===== config.mk =====
export PLATFORM = sky130hd
export DESIGN_NAME = param_regfile
export DESIGN_NICKNAME = d
export VERILOG_FILES = /design/src/rtl/param_regfile.sv
export SDC_FILE = /design/constraint.sdc
export NUM_CORES = 1
export LEC_CHECK = 0
export ABC_AREA = 0
export BUFFER_PORTS_ARGS = -buffer_cell sky130_fd_sc_hd__buf_2
export CAP_MARGIN = 20
export CORE_MARGIN = 2
export CORE_UTILIZATION = 53
export CTS_BUF_LIST = sky130_fd_sc_hd__clkbuf_4
export DETAILED_ROUTE_END_ITERATION = 10
export PLACE_DENSITY_LB_ADDON = 0.2
export SYNTH_ARGS = -nofsm -noshare
export SYNTH_HDL_FRONTEND = slang
export SYNTH_SLANG_ARGS = --single-unit

===== constraint.sdc =====
create_clock -name clk -period 2 [get_ports clk]
set_clock_uncertainty 0.05 [all_clocks]
set_input_delay 0.4 -clock clk [delete_from_list [all_inputs] [get_ports clk]]
set_output_delay 0.4 -clock clk [all_outputs]
set_load 0.1 [all_outputs]

===== src/rtl/param_regfile.sv =====
// Parametrised multi-port register file with write-through bypass and a per-register busy scoreboard.
// Optional build macro REGFILE_ZERO_REG_EN hardwires register 0 to zero and ignores its reservations.
module param_regfile #(
  parameter int unsigned DATA_W = 8,
  parameter int unsigned ADDR_W = 3,
  parameter int unsigned NUM_RD = 2
) (
  input  logic                     clk,
  input  logic                     rst,
  input  logic                     we,
  input  logic [ADDR_W-1:0]        waddr,
  input  logic [DATA_W-1:0]        wdata,
  input  logic                     rsv_en,
  input  logic [ADDR_W-1:0]        rsv_addr,
  input  logic [NUM_RD*ADDR_W-1:0] raddr,
  output logic [NUM_RD*DATA_W-1:0] rdata,
  output logic [NUM_RD-1:0]        rbusy,
  output logic [(2**ADDR_W)-1:0]   busy_vec
);

  localparam int unsigned DEPTH = 2**ADDR_W;

  logic [DATA_W-1:0] regs [DEPTH];
  logic [DEPTH-1:0]  busy;
  logic [DEPTH-1:0]  busy_nxt;
  logic              wr_ok;
  logic              rsv_ok;

`ifdef REGFILE_ZERO_REG_EN
  assign wr_ok  = we && (waddr != '0);
  assign rsv_ok = rsv_en && (rsv_addr != '0);
`else
  assign wr_ok  = we;
  assign rsv_ok = rsv_en;
`endif

  // Reservation applied after the write clear: a same-address reserve belongs to a younger instruction.
  always_comb begin
    busy_nxt = busy;
    if (wr_ok)
      busy_nxt[waddr] = 1'b0;
    if (rsv_ok)
      busy_nxt[rsv_addr] = 1'b1;
  end

  always_ff @(posedge clk or posedge rst) begin
    if (rst) begin
      regs <= '{default: '0};
      busy <= '0;
    end else begin
      if (wr_ok)
        regs[waddr] <= wdata;
      busy <= busy_nxt;
    end
  end

  assign busy_vec = busy;

  for (genvar g = 0; g < NUM_RD; g++) begin : g_rd
    logic [ADDR_W-1:0] ra;
    logic              hit;
    assign ra  = raddr[g*ADDR_W +: ADDR_W];
    assign hit = wr_ok && (waddr == ra);
    assign rdata[g*DATA_W +: DATA_W] = rst ? '0 : (hit ? wdata : regs[ra]);
    assign rbusy[g] = rst ? 1'b0 : (hit ? 1'b0 : busy[ra]);
  end

endmodule


==> out/metrics.csv <==
stage;metric;value;unit
setup_path;reg2reg_setup_slack;1030;ps
die;ios;50;
detailed_routing;drt_first_pass_iters;4;
status;status;finished, violations left;
global_route;grt_pass1_vias;3345;
clock_tree;clock_sinks;72;
power;peakVddDrop;0.5163;mV
synth;synth_top_area_share;42.79;%
final_layout;final_cell_area;5941;um2
global_route;grt_pass1_wl;17.73;mm
timing;finalSetupViolations;18;
timing;whs;44.60;ps
clock_tree;clockRootBuffer;clkbuf_4;
global_route;grt-ovfl-total;0;
timing;setup_ws;-359.3;ps
setup_path;required;1550;ps
die;start_util;54.49;%
global_route;antenna_found_initial;0;
placed_design;numPortBuffers;49;
synth;syn-num-nets;315;
synth;synth_ff_type;dfrtp_1;
power;p_leak;2.448;nW
detailed_routing;num_vias;3113;
setup_path;end_kind;output port;
timing;hold_violations;0;
synth;yosys-top-cells-count;dfrtp_1, mux2_2, mux4_2;
detailed_routing;avgRoutedWirePerCell;21.22;um
die;row_count;32;
synth;post-synth-top-area-cell;dfrtp_1;
die;die_area;8673;um2
timing;fin_crit_sh;118.0;%
final_layout;nNetsFinal;435;
synth;synthArstFlopShare;100.0;%
clock_tree;cts_buffers;9;
detailed_routing;drtAntennaViolNets;0;
clock_tree;clk_latency;410;ps
setup_path;critical_path_class;in -> out;
global_route;grt.total_usage;27.51;%
synth;synth-edff-count;0;
clock_tree;h-tree-depth;3;
synth;syn_inst;291;
synth;synth.avg_cell_area;14.47;um2
hold_path;hold_path_class;in -> async;
clock_tree;clk_pin_slew;130;ps
final_layout;drive_gt1_share;71.39;%
detailed_routing;avgViaCountPerCell;6.010;
status;failed_checks;negative setup slack;
clock_tree;cts_tree;yes;
power;p_per_area;913.9;nW/um2
setup_path;ff2ff_path_depth;2;
synth;synth_seq_cells;72;
final_layout;multiInputGateArea;2565;um2
flow_run;maxCapViolCount;0;
global_route;grt_max_degree;20;
timing;period_needed;2359;ps
clock_tree;ctsLongestPathBuffers;2;
synth;yosys_warnings;0;
final_layout;antenna_cells;0;
die;die_y;93.13;um
synth;yosysSeqAreaShare;42.79;%
synth;synthTopCellsByArea;dfrtp_1, mux2_2, mux4_2, mux4_1, mux2i_1;
timing;slew_violations;0;
final_layout;fill_cells;451;
synth;synth.most_common_cell;dfrtp_1;
setup_path;start_kind;input port;
final_layout;area_growth;41.10;%
placed_design;gp_congestion;0.7820;
setup_path;crit-reg2reg-launch;regs[31];
die;core-area;7727;um2
synth;syn_area;4210;um2
placed_design;place_hpwl;7.295;mm
detailed_routing;drt_iter0_markers;122;
timing;maxSlewHeadroom;66.72;%
synth;synth.distinct_cells;27;
placed_design;dpl_cell_area;5376;um2
detailed_routing;remaining_drc_errors;0;
setup_path;cp.arrival;1910;ps
setup_path;crit_fanout;12;
timing;rsz0062_at_grt;yes;
setup_path;r2r-end;regs[31];
timing;fmax;423.8;MHz
timing;worst_slew_pin_slew;502.6;ps
final_layout;register_area;1812;um2
die;die_w;93.13;um
detailed_routing;routed_wl;10.99;mm
-- kinds of logic (layout without fill, tap and decap cells) --
logic type	count (synthesis)	in the layout	share of synthesized area (%)
AOI/OAI and AO/OA	40	40	4.993
xor gates and xnor gates	6	6	1.248
buffers and inverters	30	155	4.933
DFF	72	72	42.79
muxes	118	118	41.69
and+or+nand+nor	25	25	4.339
-- layout by cell type (no fill, tap or decap) --
cell type	count
nor3_4	1
nor3_2	1
clkinv_1	1
dfrtp_1	64
nor3b_4	2
a21oi_4	16
dfrtp_2	8
buf_12	29
o21ai_0	17
buf_6	2
mux4_2	31
clkinvlp_4	2
clkbuf_4	10
xnor2_2	1
xnor2_1	5
nand4b_1	3
nor2_4	2
nand4_1	3
o32ai_1	2
inv_6	1
nand2b_1	3
nand2_1	8
mux2i_1	4
mux4_1	1
mux2i_4	13
o21ai_4	2
mux4_4	4
mux2i_2	1
buf_4	72
mux2_2	64
clkinv_2	3
o22ai_1	2
inv_1	4
nand2b_4	1
nand2_2	1
dlygate4sd3_1	1
buf_2	30
o21ai_1	1
-- power by group --
group | internal [W] | switching, W | leakage (nW)
clock network | 0.000264 | 0.000513 | 0.0640
logic | 0.00124 | 0.00140 | 1.53
registers | 0.00178 | 0.000234 | 0.853
-- worst max path at each step --
stage | startpoint | slack [ps] | cells past startpoint | end
floorplan | raddr[1] | -140 | 5 | rdata[0]
global placement | raddr[1] | -390 | 6 | rdata[2]
detailed placement | raddr[1] | -420 | 6 | rdata[4]
CTS | regs[52] | -350 | 4 | rdata[4]
global route | regs[2] | -430 | 4 | rdata[2]
finish | raddr[1] | -360 | 7 | rdata[0]
-- layer usage --
metal / GRT usage (%) / wire length [um] / vias to the layer above / share of wire (%)
met1: 36.59 / 4493 / 1626 / 41
met5: 0 / 0 / - / 0
met2: 45.71 / 5638 / 109 / 51
met3: 5.641 / 645 / 17 / 5.9
met4: 9.069 / 214 / 0 / 1.9
li1: - / - / 1361 / -
-- critical path, cell delays in order --
cell and delay [ps]:
buf_2 100, buf_12 160, buf_4 120, mux4_4 640
mux2i_4 210, a21oi_4 90, buf_12 180
-- area by class of cell --
cell class	count	share of cell area, %
tap	102	2.148
inverter	5	0.3791
multi-input combinational	189	43.18
timing repair buffer	134	21.95
sequential	72	30.50
clock buffer	10	1.264
clock inverter	6	0.5897
-- repair_timing --
action / in CTS / in global routing
hold buffers: 1 / 0
pin swaps: 12 / 4
setup buffers: 10 / 8
endpoints found under the setup margin: 18 / 18
hold endpoints to repair: 4 / 0
gates resized for setup: 73 / 6
-- registers in the layout (all words and copies together), names as in the netlist --
| register | flops |
|---|---|
| busy_vec | 8 |
| regs | 64 |
-- through the flow --
step	cells	power (W)	TNS (ps)	setup WS, ps	utilization (%)
6_report	518	0.005429	-4901	-359.3	76.88
5_1_grt	518	0.005671	-6137	-432.2	76.88
4_1_cts	510	0.005343	-5031	-353.7	75.70
3_5_place_dp	483	0.004245	-5859	-415.3	69.58
3_3_place_gp	483	0.004175	-5611	-391.5	69.58
2_1_floorplan	291	0.003678	-2451	-144.0	-
Power figures use the tool's default switching activity.
